### src/rtl/spi_frame_sched.sv
// Frame scheduler feeding an SPI slave: sync header, sequence/channel header,
// DATA_NUM payload bytes from one of two channel FIFOs, and a drain on abort.
module spi_frame_sched #(
    parameter int         POINT_NUM = 400,
    parameter int         DATA_NUM  = POINT_NUM * 2,
    parameter logic [7:0] SYNC_BYTE = 8'hA5
) (
    input  logic       sys_clk,
    input  logic       sys_rst_n,
    input  logic       spi_cs,
    input  logic       byte_req,
    output logic [7:0] spi_data,
    input  logic       ch0_frame_rdy,
    input  logic       ch1_frame_rdy,
    input  logic [7:0] ch0_dout,
    input  logic [7:0] ch1_dout,
    output logic       ch0_rd_en,
    output logic       ch1_rd_en,
    output logic       frame_busy,
    output logic [1:0] frame_ch,
    output logic       frame_done,
    output logic       frame_abort,
    output logic [2:0] dbg_state
);

    localparam int CW = $clog2(DATA_NUM + 1);

    typedef enum logic [2:0] {
        IDLE    = 3'd0,
        HDR1    = 3'd1,
        PAYLOAD = 3'd2,
        TAIL    = 3'd3,
        DRAIN   = 3'd4
    } state_t;

    state_t        state;
    logic          cs_meta;
    logic          cs_sync;
    logic          cs_prev;
    logic          cs_fall;
    logic          cs_rise;
    logic [5:0]    seq;
    logic          last_grant;
    logic          pending;
    logic [CW-1:0] cnt;
    logic [1:0]    grant;
    logic [7:0]    grant_dout;
    logic          cnt_last;
    logic          cnt_full;

    assign dbg_state = state;
    assign cs_fall   = cs_prev & ~cs_sync;
    assign cs_rise   = ~cs_prev & cs_sync;
    assign cnt_last  = (cnt == CW'(DATA_NUM - 1));
    assign cnt_full  = (cnt == CW'(DATA_NUM));

    always_ff @(posedge sys_clk) begin
        if (!sys_rst_n) begin
            cs_meta <= 1'b1;
            cs_sync <= 1'b1;
            cs_prev <= 1'b1;
        end else begin
            cs_meta <= spi_cs;
            cs_sync <= cs_meta;
            cs_prev <= cs_sync;
        end
    end

    // Round-robin between two ready channels; code 3 marks a null frame.
    always_comb begin
        grant = 2'd3;
        if (ch0_frame_rdy && ch1_frame_rdy) begin
            grant = last_grant ? 2'd0 : 2'd1;
        end else if (ch0_frame_rdy) begin
            grant = 2'd0;
        end else if (ch1_frame_rdy) begin
            grant = 2'd1;
        end
    end

    always_comb begin
        grant_dout = 8'h00;
        if (frame_ch == 2'd0) begin
            grant_dout = ch0_dout;
        end else if (frame_ch == 2'd1) begin
            grant_dout = ch1_dout;
        end
    end

    // byte_req is a one-cycle strobe: the slave has latched spi_data and the
    // next byte must be registered by the following edge; a coincident cs
    // rising edge wins and the strobe is dropped.
    always_ff @(posedge sys_clk) begin
        if (!sys_rst_n) begin
            state       <= IDLE;
            spi_data    <= SYNC_BYTE;
            ch0_rd_en   <= 1'b0;
            ch1_rd_en   <= 1'b0;
            frame_busy  <= 1'b0;
            frame_ch    <= 2'd0;
            frame_done  <= 1'b0;
            frame_abort <= 1'b0;
            seq         <= 6'd0;
            last_grant  <= 1'b1;
            pending     <= 1'b0;
            cnt         <= '0;
        end else begin
            ch0_rd_en   <= 1'b0;
            ch1_rd_en   <= 1'b0;
            frame_done  <= 1'b0;
            frame_abort <= 1'b0;
            case (state)
                IDLE: begin
                    spi_data <= SYNC_BYTE;
                    if (cs_fall || pending) begin
                        pending    <= 1'b0;
                        frame_ch   <= grant;
                        cnt        <= '0;
                        frame_busy <= 1'b1;
                        state      <= HDR1;
                    end
                end
                HDR1, PAYLOAD: begin
                    if (cs_rise) begin
                        frame_abort <= 1'b1;
                        seq         <= seq + 6'd1;
                        if (frame_ch == 2'd3) begin
                            spi_data   <= SYNC_BYTE;
                            frame_busy <= 1'b0;
                            state      <= IDLE;
                        end else begin
                            spi_data <= 8'h00;
                            state    <= DRAIN;
                        end
                    end else if (byte_req) begin
                        if (state == HDR1) begin
                            spi_data <= {seq, frame_ch};
                            state    <= PAYLOAD;
                        end else begin
                            spi_data  <= grant_dout;
                            ch0_rd_en <= (frame_ch == 2'd0);
                            ch1_rd_en <= (frame_ch == 2'd1);
                            cnt       <= cnt + 1'b1;
                            if (cnt_last) begin
                                state <= TAIL;
                            end
                        end
                    end
                end
                TAIL: begin
                    spi_data <= 8'h00;
                    if (cs_rise) begin
                        frame_done <= 1'b1;
                        seq        <= seq + 6'd1;
                        if (frame_ch != 2'd3) begin
                            last_grant <= frame_ch[0];
                        end
                        spi_data   <= SYNC_BYTE;
                        frame_busy <= 1'b0;
                        state      <= IDLE;
                    end
                end
                DRAIN: begin
                    spi_data <= 8'h00;
                    if (cs_fall) begin
                        pending <= 1'b1;
                    end
                    // Popping the rest of the frame keeps the FIFO frame-aligned.
                    if (cnt_full) begin
                        last_grant <= frame_ch[0];
                        spi_data   <= SYNC_BYTE;
                        frame_busy <= 1'b0;
                        state      <= IDLE;
                    end else begin
                        ch0_rd_en <= (frame_ch == 2'd0);
                        ch1_rd_en <= (frame_ch == 2'd1);
                        cnt       <= cnt + 1'b1;
                    end
                end
                default: begin
                    spi_data   <= SYNC_BYTE;
                    frame_busy <= 1'b0;
                    state      <= IDLE;
                end
            endcase
        end
    end

endmodule

### config.mk
export PLATFORM = sky130hd
export DESIGN_NAME = spi_frame_sched
export DESIGN_NICKNAME = d
export VERILOG_FILES = /design/src/rtl/spi_frame_sched.sv
export SDC_FILE = /design/constraint.sdc
export NUM_CORES = 1
export LEC_CHECK = 0
export BUFFER_PORTS_ARGS = -buffer_cell sky130_fd_sc_hd__buf_2
export CAP_MARGIN = 5
export CORE_MARGIN = 10
export CORE_UTILIZATION = 54
export DETAILED_ROUTE_END_ITERATION = 10
export GPL_ROUTABILITY_DRIVEN = 0
export PLACE_DENSITY = 0.88
export SYNTH_ARGS = -nofsm -noshare
export SYNTH_HDL_FRONTEND = slang
export SYNTH_SLANG_ARGS = --single-unit
export TNS_END_PERCENT = 30
### constraint.sdc
create_clock -name sys_clk -period 2.05 [get_ports sys_clk]
set_input_delay 0.205 -clock sys_clk [delete_from_list [all_inputs] [get_ports sys_clk]]
set_output_delay 0.205 -clock sys_clk [all_outputs]
set_load 0.05 [all_outputs]
Yosys cells after proc, flatten, opt, wreduce, memory -nomap -nowiden
Index checks and enable logic that the tools add are counted.
{ "word_totals": {"reg_bits": 39, "in_bits": 22, "output_inout_bits": 18, "wordCells": 113} }
{ "op_classes": {"addsub": 2, "eq_ne": 22, "n_mux": 52, "bitwise_logic": 4, "reduce_logical": 18} }
{ "ops": {"columns": ["operator", "count"], "rows": [
  ["8-bit two-way mux", 8],
  ["10-bit two-way mux", 5],
  ["10-bit case mux with 3 select lines", 1],
  ["3-bit two-way mux", 8],
  ["2-bit inequality test, second input constant", 12],
  ["8-bit case mux with 3 select lines", 1],
  ["10-bit equality test, second input constant", 2],
  ["1-bit two-way mux", 20],
  ["3-bit case mux with 4 select lines", 1],
  ["10-bit by 1-bit adder with 10-bit output, second input constant", 1],
  ["5-bit AND reduction", 2],
  ["1-bit case mux with 2 select lines", 4],
  ["2-bit AND reduction", 4],
  ["6-bit by 1-bit adder with 6-bit output, second input constant", 1],
  ["3-bit by 2-bit equality test with 1-bit output, second input constant", 2],
  ["2-bit two-way mux", 3],
  ["6-bit AND reduction", 1],
  ["4-bit inequality test, second input constant", 1],
  ["1-bit case mux with 4 select lines", 1],
  ["4-bit AND reduction", 1],
  ["2-bit nonzero test", 2],
  ["3-bit by 1-bit equality test with 1-bit output, second input constant", 1],
  ["3-bit equality test, second input constant", 1],
  ["3-bit logical NOT", 1],
  ["other kinds (12)", 14]
]} }

Longest topological paths before layout
{ "depth": {"ltp_word": 7, "depth_mapped": 7, "mapped_depth_nobuf": 6} }

Least setup slack after synthesis
OpenSTA, ideal clock, no wires.
{ "synth_path": {"path_type": "register -> register", "from": "reg state[2] (netlist: dbg_state[2])", "to": "reg state[1] (netlist: dbg_state[1])", "setup_time_ns": 0.133, "arrival_time_ns": 1.797, "required_time_ns": 1.917, "slack_ns": 0.120, "path_stages_with_launch": 7, "path_buffers": 1, "synth_period_minus_slack_ns": 1.930, "cell_sequence": "dfxtp_1 buf_6 or3b_1 a31oi_1 a21oi_2 a31oi_1 nor4_1"} }
{ "synth_between": {"elab_chain_len": 5, "elab_cells_between_ends": 16, "cone_classes": "eq/ne (9); mux (4); reduce/logical (3)"} }
{ "synth_rtl": {"columns": ["item", "line", "rtl"], "rows": [
  ["start, declared", "36", "state_t state;"],
  ["start signal, assigned", "95", "state <= IDLE;"],
  ["start signal, assigned", "120", "state <= HDR1;"],
  ["start signal, assigned", "130", "state <= IDLE;"],
  ["3-bit by 1-bit equality test with 1-bit output", "112, 136", null],
  ["3-bit two-way mux", "136", "if (state == HDR1) begin"],
  ["3-bit two-way mux", "135", "end else if (byte_req) begin"],
  ["3-bit two-way mux", "124", "if (cs_rise) begin"],
  ["3-bit case mux with 4 select lines", "112", "case (state)"]
]} }
Several ways; a longest one is shown, not always the timed one. The select of a mux whose other input is x is not followed.
A chain may end at the register's enable or synchronous reset.

Worst setup path after layout
{ "layout_path": {"from": "reg state[0] (netlist: dbg_state[0])", "to": "reg cnt[9]"} }
{ "layout_between": {"elab_chain_len": 4, "elab_cells_between_ends": 13, "cone_classes": "eq/ne (8); mux (1); reduce/logical (4)"} }
{ "layout_rtl": {"columns": ["item", "line", "rtl"], "rows": [
  ["3-bit by 1-bit equality test with 1-bit output / 3-bit by 2-bit equality test with 1-bit output (equally long branches)", "112, 136", null],
  ["2-bit OR reduction", "112", null],
  ["2-bit inequality test (no source line) / 3-bit nonzero test (equally long branches)", null, null],
  ["6-bit AND reduction (no source line)", null, null],
  ["end signal, assigned", "143", "cnt <= cnt + 1'b1;"],
  ["end signal, assigned", "177", "cnt <= cnt + 1'b1;"],
  ["end, declared", "45", "logic [CW-1:0] cnt;"]
]} }
Several ways; a longest one is shown, not always the timed one.

==> flow_summary.json <==
{
  "run_status": "complete, no violations",
  "min_period_over_period_pct": 94.2,
  "clkLatencyLatePin_ns": 0.31,
  "yosys_warnings": 0,
  "place_area_um2": 2280,
  "r2r_cells": 5,
  "synth_top_area_share_pct": 38.3,
  "tightest_slew_ns": 0.656,
  "power_leakage_nw": 0.915,
  "worstPathRequired_ns": 2.28,
  "synthesis.area_um2": 2040,
  "fin_crit_ns": 1.93,
  "whs_endpoint": "cs_meta",
  "grt_pass1_vias": 1785,
  "htree_levels": 2,
  "drt_iter0_drc": 187,
  "vias": 1953,
  "wl_mm": 5.17,
  "grt.overflow.total": 0,
  "yosysUniqueCellTypes": 54,
  "synth_top_family_by_area": "simple AND/OR/NAND/NOR gates",
  "worstSetupStartpointType": "flip-flop",
  "power_frac_clock_pct": 24.6,
  "cts-root-buf": "clkbuf_8",
  "seqPwrFrac_pct": 41.7,
  "power_frac_comb_pct": 33.7,
  "syn_avg_cell_area_um2": 8.61,
  "fin_nets": 302,
  "syn-instance-count": 237,
  "r2r-start": "dbg_state[0]",
  "hold_viol_final": 0,
  "rrSetupSlack_ns": 0.12,
  "busiest_layer": "met2",
  "multi_input_area_um2": 1150,
  "layout-drive-gt1-share_pct": 24.8,
  "hp-start": "spi_cs",
  "synthMuxAreaShare_pct": 4.42,
  "skew_ns": 0.0103,
  "core_um2": 3660,
  "setup_viol_count_final": 0,
  "async_flop_share_pct": 0,
  "end_kind": "flip-flop",
  "synthAdderAreaFrac_pct": 1.84,
  "wire_per_inst_um": 15.8,
  "die-width_um": 81.5,
  "antenna_found_initial": 0,
  "die_height_um": 81.5,
  "io_pins": 40,
  "synth_top_flop_cell": "dfxtp_1",
  "power.switching_mw": 0.829,
  "rsz0062_at_grt": "no",
  "grt_first_pass_wirelength_mm": 8.25,
  "numCtsBuffers": 5,
  "synth_compound_area_share_pct": 19.9,
  "drt_pass1_iterations": 4,
  "dieArea_um2": 6630,
  "hpwl_mm": 3.81,
  "seq_area_um2": 782,
  "drtAntennaViolNets": 0,
  "syn_nets": 262,
  "cp.arrival_ns": 2.16,
  "grt_max_degree": 19,
  "gr-usage-met2_pct": 24.5,
  "holdBufCountCts": 0,
  "hold_path_depth": 2,
  "viasPerCell": 5.99,
  "synth_edf_count": 0,
  "cts_tree": "built",
  "synth-simple-area-share_pct": 26.8,
  "cts.sinks": 39,
  "design_area_um2": 2370,
  "worstHoldPathType": "in2reg",
  "synth_most_common_cell": "dfxtp_1",
  "synth_common_cells": "dfxtp_1 (39), a21oi_1 (21), nor2_1 (20)",
  "clk_pin_slew_ns": 0.08,
  "p_per_area_nw_per_um2": 895,
  "slew_headroom_pct": 55.9,
  "max_cap_violations": 0,
  "fill_cells": 308,
  "fp-row-count": 22,
  "grtUsageMet1_pct": 19.2,
  "ir_drop_uv": 499,
  "grt.total_usage_pct": 15.6,
  "tns_ns": 0,
  "path_class": "reg2reg",
  "intPower_mw": 1.29,
  "fmax_mhz": 518,
  "seq_area_frac_synth_pct": 38.3,
  "diodes": 0,
  "rr_endpoint": "cnt[9]",
  "drc": 0,
  "synth_top_cell_by_area": "dfxtp_1",
  "slew_viol_final": 0,
  "area.growth.synth_to_final_pct": 16.1,
  "cts_max_path_buffers": 2,
  "swShare_pct": 39.1,
  "ys_ff_latch": 39,
  "whs_ns": 0.0833,
  "start_util_pct": 55.7,
  "synth.area.top_cells": "dfxtp_1 (38%), a21oi_1 (5.2%), mux2i_1 (4.4%), nor2_1 (3.7%), nand2_1 (3.1%)",
  "grt_use_met3_pct": 5.57,
  "synth_xor_area_share_pct": 3.44,
  "path_max_fanout": 16,
  "port_buffers": 39
}
## power by group through the flow
stage | Sequential (mW) | Clock, mW | Combinational [mW]
2_1_floorplan | 1.03 | 0 | 0.417
3_3_place_gp | 0.894 | 0 | 0.692
3_5_place_dp | 0.899 | 0 | 0.702
4_1_cts | 0.881 | 0.527 | 0.708
5_1_grt | 0.895 | 0.553 | 0.775
6_report | 0.883 | 0.522 | 0.715
## flip-flops by register name, summed over array words and instances, names as in the netlist
register	cells
cnt	10
spi_data	8
seq	6
dbg_state	3
frame_ch	2
ch0_rd_en	1
ch1_rd_en	1
cs_meta	1
cs_prev	1
cs_sync	1
frame_abort	1
frame_busy	1
frame_done	1
last_grant	1
pending	1
## through the flow
step	utilization, %	total power, mW	setup slack (ns)	cells
floorplan	-	1.45	0.120	237
global placement	62.2	1.59	0.290	318
detailed placement	62.2	1.60	0.155	318
CTS	64.6	2.12	0.138	326
global route	64.7	2.22	0.0108	326
finish	64.7	2.12	0.118	326
## per-layer routing
layer / share of wire (%) / vias to the layer above
met5: 0 / -
met3: 9.3 / 10
li1: - / 950
met4: 1.6 / 0
met1: 41 / 910
met2: 48 / 83
## worst max path at each step
stage | cells past startpoint | from | to | slack, ns
finish | 5 | dbg_state[0] | cnt[9] | 0.12
global route | 5 | dbg_state[0] | cnt[9] | 0.01
global placement | 5 | dbg_state[0] | cnt[9] | 0.29
floorplan | 6 | dbg_state[2] | dbg_state[1] | 0.12
CTS | 4 | dbg_state[1] | cnt[9] | 0.14
detailed placement | 4 | dbg_state[1] | cnt[9] | 0.16
## final cells by class
| type | count | share of cell area (%) |
|---|---|---|
| Timing Repair Buffer | 47 | 10.8 |
| Clock buffer | 5 | 2.91 |
| Tap cell | 48 | 2.54 |
| Inverter | 8 | 1.27 |
| Sequential cell | 39 | 33.0 |
| Clock inverter | 3 | 0.846 |
| Multi-Input combinational cell | 176 | 48.6 |
## logic make-up after synthesis
| kind of cell | after synthesis |
|---|---|
| flops | 39 |
| fa+ha+maj | 3 |
| xor+xnor | 8 |
| buf+inv | 22 |
| compound gates | 60 |
| simple gates | 96 |
| mux | 9 |
## critical path, stage by stage (launching register included)
cell and delay (ns):
dfxtp_1 0.62, nor3b_1 0.13, nand4_2 0.13, nand3_2 0.25
or4_1 0.55, a21oi_1 0.17
## cells in the final DEF (no fill, tap or decap), types with 4 or more instances in the layout
master and count:
nand2b_1 5, a21oi_1 21, nand4_1 4, nor2_1 20
buf_2 39, nand3_1 11, nor3_1 9, a211oi_1 6
or3_1 4, buf_4 8, xor2_1 5, clkbuf_8 5
o21ai_0 9, o31ai_1 6, dfxtp_1 38, nand2_1 17
nor4_1 4, inv_1 6, mux2i_1 9
## repair_timing
action,CTS,global route
endpoints found under the setup margin,0,2
resized for setup,0,1
setup buffers,0,0
hold endpoints to repair,0,0
No activity file was read; power rests on OpenSTA's default activity.
